### config.mk
export PLATFORM = sky130hd
export DESIGN_NAME = step_dir_pulse_gen_flat
export DESIGN_NICKNAME = d
export VERILOG_FILES = /design/src/rtl/step_dir_pulse_gen_if.sv /design/src/rtl/step_dir_pulse_gen.sv /design/src/flat_wrapper.sv
export SDC_FILE = /design/constraint.sdc
export NUM_CORES = 1
export LEC_CHECK = 0
export ABC_AREA = 1
export BUFFER_PORTS_ARGS = -buffer_cell sky130_fd_sc_hd__buf_4
export CAP_MARGIN = 10
export CORE_ASPECT_RATIO = 0.9
export CORE_UTILIZATION = 50
export CTS_CLUSTER_SIZE = 14
export DETAILED_ROUTE_END_ITERATION = 8
export PLACE_DENSITY = 0.74
export SYNTH_ARGS = -nofsm -noshare
export SYNTH_HDL_FRONTEND = slang
export SYNTH_SLANG_ARGS = --single-unit
### constraint.sdc
create_clock -name CLK -period 1.95 [get_ports CLK]
set_input_delay 0.39 -clock CLK [delete_from_list [all_inputs] [get_ports CLK]]
set_output_delay 0.39 -clock CLK [all_outputs]
set_load 0.005 [all_outputs]
### src/rtl/step_dir_pulse_gen_if.sv
// Move-command channel for step_dir_pulse_gen: valid/ready handshake carrying dir, step count, period and pulse width.
// Every command field is qualified by cmd_valid; the slave raises cmd_ready only when it can take a new move.
interface step_dir_pulse_gen_if #(
    parameter int COUNT_W  = 32,
    parameter int PERIOD_W = 24,
    parameter int PULSE_W  = 8
);
    logic                cmd_valid;
    logic                cmd_ready;
    logic                cmd_dir;
    logic [COUNT_W-1:0]  cmd_steps;
    logic [PERIOD_W-1:0] cmd_period;
    logic [PULSE_W-1:0]  cmd_pulse;

    modport master (
        output cmd_valid, cmd_dir, cmd_steps, cmd_period, cmd_pulse,
        input  cmd_ready
    );

    modport slave (
        input  cmd_valid, cmd_dir, cmd_steps, cmd_period, cmd_pulse,
        output cmd_ready
    );
endinterface

### src/rtl/step_dir_pulse_gen.sv
// Step/dir pulse train generator: first step DIR_SETUP+1 cycles after accept, one command at a time (cmd_ready low while busy).
// Define STEP_POS_COUNTER_EN to add the signed position counter and its port.
module step_dir_pulse_gen #(
    parameter int COUNT_W   = 32,
    parameter int PERIOD_W  = 24,
    parameter int PULSE_W   = 8,
    parameter int DIR_SETUP = 16
`ifdef STEP_POS_COUNTER_EN
    ,
    parameter int POS_W     = 32
`endif
) (
    input  logic                 CLK,
    input  logic                 RST,
    step_dir_pulse_gen_if.slave  cmd,
    input  logic                 abort,
    output logic                 step,
    output logic                 dir,
    output logic                 busy,
    output logic                 done,
    output logic [COUNT_W-1:0]   steps_left
`ifdef STEP_POS_COUNTER_EN
    ,
    output logic [POS_W-1:0]     position
`endif
);
    localparam logic [1:0] S_IDLE  = 2'd0;
    localparam logic [1:0] S_SETUP = 2'd1;
    localparam logic [1:0] S_HIGH  = 2'd2;
    localparam logic [1:0] S_LOW   = 2'd3;
    localparam logic [PERIOD_W-1:0] SETUP_LAST = PERIOD_W'(DIR_SETUP - 1);

    logic [1:0]          state;
    logic [PERIOD_W-1:0] cnt;
    logic [PERIOD_W-1:0] per_q;
    logic [PULSE_W-1:0]  pw_q;
    logic                abort_pend;
    logic                ready_q;

    logic [PULSE_W-1:0]  pw_c;
    logic [PERIOD_W-1:0] per_c;
    logic [PERIOD_W-1:0] low_last;
    logic                accept;
    logic                go_high;
    logic                go_idle;

    // abort gates the registered ready so a same-cycle abort always beats a pending command
    assign cmd.cmd_ready = ready_q & ~abort;

    always_comb begin
        pw_c     = (cmd.cmd_pulse == '0) ? PULSE_W'(1) : cmd.cmd_pulse;
        per_c    = (cmd.cmd_period > PERIOD_W'(pw_c)) ? cmd.cmd_period
                                                      : PERIOD_W'(pw_c) + PERIOD_W'(1);
        low_last = per_q - PERIOD_W'(pw_q) - PERIOD_W'(1);
        accept   = cmd.cmd_valid & ready_q & ~abort;
        go_high  = (cnt == '0) && !abort &&
                   ((state == S_SETUP) || (state == S_LOW && steps_left != '0));
        go_idle  = (state == S_SETUP && abort) ||
                   (state == S_HIGH && cnt == '0 && (abort || abort_pend)) ||
                   (state == S_LOW && (abort || (cnt == '0 && steps_left == '0)));
    end

    always_ff @(posedge CLK) begin
        if (RST) begin
            state      <= S_IDLE;
            step       <= 1'b0;
            dir        <= 1'b0;
            busy       <= 1'b0;
            done       <= 1'b0;
            ready_q    <= 1'b0;
            steps_left <= '0;
            cnt        <= '0;
            per_q      <= '0;
            pw_q       <= '0;
            abort_pend <= 1'b0;
`ifdef STEP_POS_COUNTER_EN
            position   <= '0;
`endif
        end else begin
            done <= 1'b0;
            if (go_idle) begin
                state      <= S_IDLE;
                step       <= 1'b0;
                busy       <= 1'b0;
                done       <= 1'b1;
                ready_q    <= 1'b1;
                abort_pend <= 1'b0;
            end else if (go_high) begin
                state      <= S_HIGH;
                step       <= 1'b1;
                steps_left <= steps_left - COUNT_W'(1);
                cnt        <= PERIOD_W'(pw_q) - PERIOD_W'(1);
                abort_pend <= 1'b0;
`ifdef STEP_POS_COUNTER_EN
                position   <= dir ? position + POS_W'(1) : position - POS_W'(1);
`endif
            end else begin
                case (state)
                    S_IDLE: begin
                        ready_q    <= 1'b1;
                        abort_pend <= 1'b0;
                        if (accept) begin
                            pw_q  <= pw_c;
                            per_q <= per_c;
                            if (cmd.cmd_steps == '0) begin
                                done <= 1'b1;
                            end else begin
                                dir        <= cmd.cmd_dir;
                                busy       <= 1'b1;
                                ready_q    <= 1'b0;
                                steps_left <= cmd.cmd_steps;
                                cnt        <= SETUP_LAST;
                                state      <= S_SETUP;
                            end
                        end
                    end
                    S_HIGH: begin
                        if (cnt == '0) begin
                            step  <= 1'b0;
                            state <= S_LOW;
                            cnt   <= low_last;
                        end else begin
                            cnt        <= cnt - PERIOD_W'(1);
                            abort_pend <= abort_pend | abort;
                        end
                    end
                    default: cnt <= cnt - PERIOD_W'(1);
                endcase
            end
        end
    end
endmodule

### src/flat_wrapper.sv
// flat-port wrapper written by rule: the top's interface ports become plain ports
module step_dir_pulse_gen_flat 
#(
    parameter int COUNT_W   = 32,
    parameter int PERIOD_W  = 24,
    parameter int PULSE_W   = 8,
    parameter int DIR_SETUP = 16

)
  (CLK, RST, abort, step, dir, busy, done, steps_left, cmd_cmd_valid, cmd_cmd_dir, cmd_cmd_steps, cmd_cmd_period, cmd_cmd_pulse, cmd_cmd_ready);
  step_dir_pulse_gen_if #(.COUNT_W(COUNT_W), .PERIOD_W(PERIOD_W), .PULSE_W(PULSE_W)) cmd_i ();
  input  logic CLK;
  input  logic RST;
  input  logic abort;
  output logic step;
  output logic dir;
  output logic busy;
  output logic done;
  output logic [COUNT_W-1:0] steps_left;
  input wire logic [$bits(cmd_i.cmd_valid)-1:0] cmd_cmd_valid;
  input wire logic [$bits(cmd_i.cmd_dir)-1:0] cmd_cmd_dir;
  input wire logic [$bits(cmd_i.cmd_steps)-1:0] cmd_cmd_steps;
  input wire logic [$bits(cmd_i.cmd_period)-1:0] cmd_cmd_period;
  input wire logic [$bits(cmd_i.cmd_pulse)-1:0] cmd_cmd_pulse;
  output wire logic [$bits(cmd_i.cmd_ready)-1:0] cmd_cmd_ready;
  assign cmd_i.cmd_valid = cmd_cmd_valid;
  assign cmd_i.cmd_dir = cmd_cmd_dir;
  assign cmd_i.cmd_steps = cmd_cmd_steps;
  assign cmd_i.cmd_period = cmd_cmd_period;
  assign cmd_i.cmd_pulse = cmd_cmd_pulse;
  assign cmd_cmd_ready = cmd_i.cmd_ready;
  step_dir_pulse_gen #(.COUNT_W(COUNT_W), .PERIOD_W(PERIOD_W), .PULSE_W(PULSE_W), .DIR_SETUP(DIR_SETUP)) u_core (.CLK(CLK), .RST(RST), .cmd(cmd_i), .abort(abort), .step(step), .dir(dir), .busy(busy), .done(done), .steps_left(steps_left));
endmodule
# --- After elaboration in Yosys (flattened, before gate mapping) ---
# Index checks and enable logic that the tools add are counted.
totals:
  out_inout_bits: 37
  in_bits: 69
  elab_cells: 108
  reg_bits: 96
classes:
  n_reduce_logical: 39
  n_eq_ne: 12
  order_cmp: 1
  muxes: 30
  bitwise: 8
  n_addsub: 6
op_table:
  columns: ["cell", "n"]
  rows:
  - ["32-bit 2-to-1 mux", 4]
  - ["24-bit 2-to-1 mux", 5]
  - ["32-bit zero test", 2]
  - ["24-bit case mux with 2 select lines", 1]
  - ["24-bit by 1-bit subtractor with 24-bit output (second input constant)", 2]
  - ["32-bit nonzero test", 1]
  - ["32-bit by 1-bit subtractor with 32-bit output (second input constant)", 1]
  - ["24-bit by 8-bit greater-than comparator with 1-bit output", 1]
  - ["24-bit zero test", 1]
  - ["24-bit by 8-bit subtractor with 24-bit output", 1]
  - ["4-bit AND reduction", 5]
  - ["1-bit 2-to-1 mux", 13]
  - ["2-bit nonzero test", 6]
  - ["8-bit by 1-bit adder with 9-bit output (second input constant)", 1]
  - ["8-bit by 1-bit subtractor with 9-bit output (second input constant)", 1]
  - ["1-bit logical AND", 8]
  - ["8-bit zero test", 1]
  - ["2-bit 2-to-1 mux", 4]
  - ["8-bit 2-to-1 mux", 1]
  - ["2-bit by 1-bit != test with 1-bit output (second input constant)", 3]
  - ["2-bit != test (second input constant)", 3]
  - ["3-bit by 1-bit != test with 1-bit output (second input constant)", 2]
  - ["2-bit AND reduction", 3]
  - ["1-bit logical OR", 5]
  - ["15 further kinds", 21]

# --- Logic depth before layout (Yosys ltp) ---
depth:
  word_depth: 7
  depth_mapped: 16
  ltp_nobuf: 16

# --- Worst setup path before layout ---
# OpenSTA, ideal clock, no wires.
synth_timing:
  path_type: "input to register"
  from: "input cmd_cmd_pulse[3]"
  to: "register u_core.per_q[0]"
  setup_ns: 0.115
  cell_stages: 13
  required_ns: 1.835
  arrival_time_ns: 1.878
  path_slack_ns: -0.044
  n_path_buf: 0
  path_cell_list: "inv_1 > nand3_1 > o21bai_1 > ha_1 > inv_1 > a21oi_1 > o21ai_0 > nand2_1 > nand3_1 > nand2_1 > o21ai_0 > o21ai_0 > inv_1"
synth_between:
  elab_chain_cells: 4
  word_cells_on_any_way: 5
  cone_classes: "add/sub (1); order compare (1); mux (2); reduce/logical (1)"
synth_lines:
  columns: ["item", "line", "source"]
  rows:
  - ["from (decl)", "flat_wrapper.sv:24", "input wire logic [$bits(cmd_i.cmd_pulse)-1:0] cmd_cmd_pulse;"]
  - ["8-bit zero test (*)", "step_dir_pulse_gen.sv:51", "pw_c = (cmd.cmd_pulse == '0) ? PULSE_W'(1) : cmd.cmd_pulse;"]
  - ["8-bit 2-to-1 mux (*)", "step_dir_pulse_gen.sv:51", null]
  - ["via u_core.pw_c[0]", "step_dir_pulse_gen.sv:40", "logic [PULSE_W-1:0] pw_c;"]
  - ["24-bit by 8-bit greater-than comparator with 1-bit output / 8-bit by 1-bit adder with 9-bit output (equally long branches)", "step_dir_pulse_gen.sv:52, step_dir_pulse_gen.sv:53", null]
  - ["24-bit 2-to-1 mux (*)", "step_dir_pulse_gen.sv:52", "per_c = (cmd.cmd_period > PERIOD_W'(pw_c)) ? cmd.cmd_period"]
  - ["to (signal assigned)", "step_dir_pulse_gen.sv:104", "per_q <= per_c;"]
  - ["to (decl)", "step_dir_pulse_gen.sv:35", "logic [PERIOD_W-1:0] per_q;"]
# Mark *: on every way through the listed nets, which the timed path passes. The rest lies on a longest branch.
# A chain may end at the register's enable or synchronous reset.

# --- Worst setup path in the final report ---
layout_timing:
  from: "register u_core.steps_left[12]"
  to: "register u_core.cnt[14]"
layout_between:
  elab_chain_cells: 7
  word_cells_on_any_way: 14
  cone_classes: "eq/ne (2); mux (1); bitwise (1); reduce/logical (10)"
layout_lines:
  columns: ["item", "line", "source"]
  rows:
  - ["from (decl)", "step_dir_pulse_gen.sv:21", "output logic [COUNT_W-1:0] steps_left"]
  - ["from (signal assigned)", "step_dir_pulse_gen.sv:91", "steps_left <= steps_left - COUNT_W'(1);"]
  - ["from (signal assigned)", "step_dir_pulse_gen.sv:111", "steps_left <= cmd.cmd_steps;"]
  - ["parallel branches: the longest is 7 deep, another holds 32-bit nonzero test", null, null]
  - ["to (signal assigned)", "step_dir_pulse_gen.sv:92", "cnt <= PERIOD_W'(pw_q) - PERIOD_W'(1);"]
  - ["to (signal assigned)", "step_dir_pulse_gen.sv:121", "cnt <= low_last;"]
  - ["to (signal assigned)", "step_dir_pulse_gen.sv:123", "cnt <= cnt - PERIOD_W'(1);"]
  - ["to (decl)", "step_dir_pulse_gen.sv:34", "logic [PERIOD_W-1:0] cnt;"]
# Several ways; the timed one is not identified.

==> impl_metrics.env <==
export IMPL_grt_ovfl_total=0
export IMPL_grt_pass1_vias=8677
export IMPL_grtUsageMet3_pct=5.49
export IMPL_fin_nets=1646
export IMPL_ios=106
export IMPL_post_synth_num_cell_types=39
export IMPL_rows=42
export IMPL_rsz0062_at_grt="yes"
export IMPL_drt_iter0_drc=919
export IMPL_syn_area_um2=7510
export IMPL_seqPwrFrac_pct=18.1
export IMPL_period_needed_ps=2090
export IMPL_worst_slew_pin_slew_ps=470
export IMPL_synthFlopType="dfxtp_1"
export IMPL_crit_fanout=8
export IMPL_dieArea_um2=15500
export IMPL_setup_viol=57
export IMPL_areaGrowthSynthToFinish_pct=48.0
export IMPL_setup_tns_ps=-3840
export IMPL_dr_total_vias=9701
export IMPL_root_buffer="clkbuf_16"
export IMPL_crit_arrival_ps=2350
export IMPL_n_fill_cell=1150
export IMPL_start_util_pct=51.1
export IMPL_yosysSeqAreaShare_pct=25.6
export IMPL_synth_nets=1348
export IMPL_synth_top_cell_area_share_pct=25.6
export IMPL_routed_wl_um=27800
export IMPL_clkLatencyLatePin_ps=370
export IMPL_violations="design-rule violations, negative setup slack"
export IMPL_postRouteAntennaNets=0
export IMPL_diodes=0
export IMPL_io_buffers=105
export IMPL_dieHeight_um=118
export IMPL_yosys_cell_count_top_type="nand2_1"
export IMPL_drive_gt1_share_pct=32.6
export IMPL_synthTopCellsByArea="dfxtp_1 (26%), nand2_1 (15%), nor2_1 (12%)"
export IMPL_first_pass_iters=8
export IMPL_p_clk_share_pct=12.8
export IMPL_preCtsSetupSlack_ps=-183
export IMPL_whs_ps=273
export IMPL_p_int_w=0.00787
export IMPL_max_slew_margin_pct=68.7
export IMPL_p_leak_nw=5.64
export IMPL_netlist_top_cells_count="nand2_1 (306), nor2_1 (241), inv_1 (129), nand3_1 (113), dfxtp_1 (96)"
export IMPL_skew_ps=10.7
export IMPL_yosysWarnings=0
export IMPL_powerDensity_nw_per_um2=1350
export IMPL_clk_pin_slew_ps=80
export IMPL_finalHoldViolCount=0
export IMPL_fp_coreArea_um2=14700
export IMPL_power_switching_w=0.00713
export IMPL_async_reset_ff_share_pct=0
export IMPL_cts_sinks=96
export IMPL_cp_end_kind="register"
export IMPL_final_util_pct=75.5
export IMPL_clockBufferDepth=2
export IMPL_grtUsageTotal_pct=32.9
export IMPL_critical_path_class="register to register"
export IMPL_critical_path_startpoint_type="register"
export IMPL_avgViaCountPerCell=5.51
export IMPL_fmax_ghz=0.477
export IMPL_die_x_um=131
export IMPL_numCtsBuffers=9
export IMPL_switching_share_pct=47.6
export IMPL_status="finished, violations left"
export IMPL_wl_per_cell_um=15.8
export IMPL_gp_congestion=0.955
export IMPL_crit_required_ps=2210
export IMPL_top_usage_layer="met2"
export IMPL_synth_edff_count=0
export IMPL_slew_viol_final=0
export IMPL_synth_seq_cells=96
export IMPL_antenna_found_initial=0
export IMPL_use_met2_pct=53.3
export IMPL_syn_inst=1259
export IMPL_synth_area_leader_cell="dfxtp_1"
export IMPL_dp_final_hpwl_um=18100
export IMPL_htreeDepth=3
export IMPL_cts_tree="done"
export IMPL_synth_avg_cell_area_um2=5.97
export IMPL_power_frac_comb_pct=69.1
export IMPL_cap_violations=0
export IMPL_grt_pass1_wl_um=41000
export IMPL_grt_max_degree=65
export IMPL_irDropWorstVdd_uv=716
export IMPL_use_met1_pct=44.6
export IMPL_setup_ws_ps=-145
export IMPL_min_period_over_period_pct=107
export IMPL_drc=1
export IMPL_r2r_slack_ps=-140
export IMPL_holdCritPathClass="input port to register"
[worst paths after layout]
kind | startpoint | to | cells past startpoint
max reg2reg | u_core.steps_left[12] | u_core.cnt[14] | 12
min reg2reg | u_core.step | u_core.step | 2
min | cmd_cmd_dir | u_core.dir | 3
max | u_core.steps_left[12] | u_core.cnt[14] | 12
[flip-flops by register name, indices dropped and copies added, names as in the netlist]
| register | count |
|---|---|
| u_core.step | 1 |
| u_core.busy | 1 |
| u_core.ready_q | 1 |
| u_core.dir | 1 |
| u_core.pw_q | 8 |
| u_core.cnt | 24 |
| u_core.state | 2 |
| u_core.abort_pend | 1 |
| u_core.done | 1 |
| u_core.per_q | 24 |
| u_core.steps_left | 32 |
[power groups by stage]
stage                     Sequential (W)  Combinational [W]  Clock, W
after floorplan                  0.00276            0.00529         0
after global placement           0.00268            0.00840         0
after detailed placement         0.00269            0.00851         0
after CTS                        0.00267            0.00914   0.00192
after global routing             0.00275             0.0112   0.00203
final                            0.00271             0.0104   0.00192
[cells by family after synthesis]
kind of cell,share of synthesized area [%]
AOI/OAI and AO/OA,12.0
xor gates and xnor gates,6.06
adders and majority gates,3.43
DFF,25.6
and+or+nand+nor,42.7
buffers and inverters,10.3
[placed cells by master (no fill, tap or decap), types with 10 or more instances in the layout]
cell type  instances
buf_4            290
nand2_1          275
nor2_1           214
inv_1            120
nand3_1           94
dfxtp_1           87
o21ai_0           59
a21oi_1           47
o21ai_1           37
nor2_2            33
xor2_1            33
nand2_2           30
nand4_1           29
xnor2_1           18
buf_6             18
nand3_2           16
a21oi_2           12
clkbuf_16         11
inv_2             10
nor2_4            10
nand2_4           10
nor3_1            10
[layout make-up]
class / instances / area, um^2 / area share (%)
Timing Repair Buffer: 324 / 2700 / 24.3
Sequential cell: 96 / 1940 / 17.4
Inverter: 134 / 508 / 4.57
Tap cell: 198 / 248 / 2.23
Clock buffer: 10 / 239 / 2.15
Multi-Input combinational cell: 992 / 5410 / 48.7
Clock inverter: 6 / 75.1 / 0.675
[metrics by stage]
step / instances / area (um^2) / total power, W
after global routing: 1760 / 11100 / 0.0160
final: 1760 / 11100 / 0.0150
after floorplan: 1259 / 7520 / 0.00805
after detailed placement: 1701 / 9730 / 0.0112
after global placement: 1701 / 9730 / 0.0111
after CTS: 1741 / 10600 / 0.0137
[routing by layer]
| layer | routed length [um] | vias to the layer above |
|---|---|---|
| li1 | - | 4646 |
| met1 | 11900 | 4514 |
| met2 | 12700 | 470 |
| met3 | 2480 | 71 |
| met4 | 744 | 0 |
| met5 | 0 | - |
[worst max-delay path, stage by stage, from the launching register on]
cell	delay [ps]
dfxtp_1	330
nor2_1	190
nand2_1	140
nor2_2	170
nand2_2	90
o21ai_2	190
nand2_2	140
nand2_8	130
buf_8	140
nor2_4	50
nor2_4	210
buf_4	160
a21oi_2	50
[repair_timing]
action | 4_1_cts | 5_1_grt
cloned | 5 | 4
pin swaps | 23 | 66
hold buffers | 0 | 0
endpoints found under the hold margin | 0 | 0
buffers inserted | 20 | 21
endpoints found under the setup margin | 59 | 62
resized for setup | 72 | 140
(Power assumes the default switching activity.)
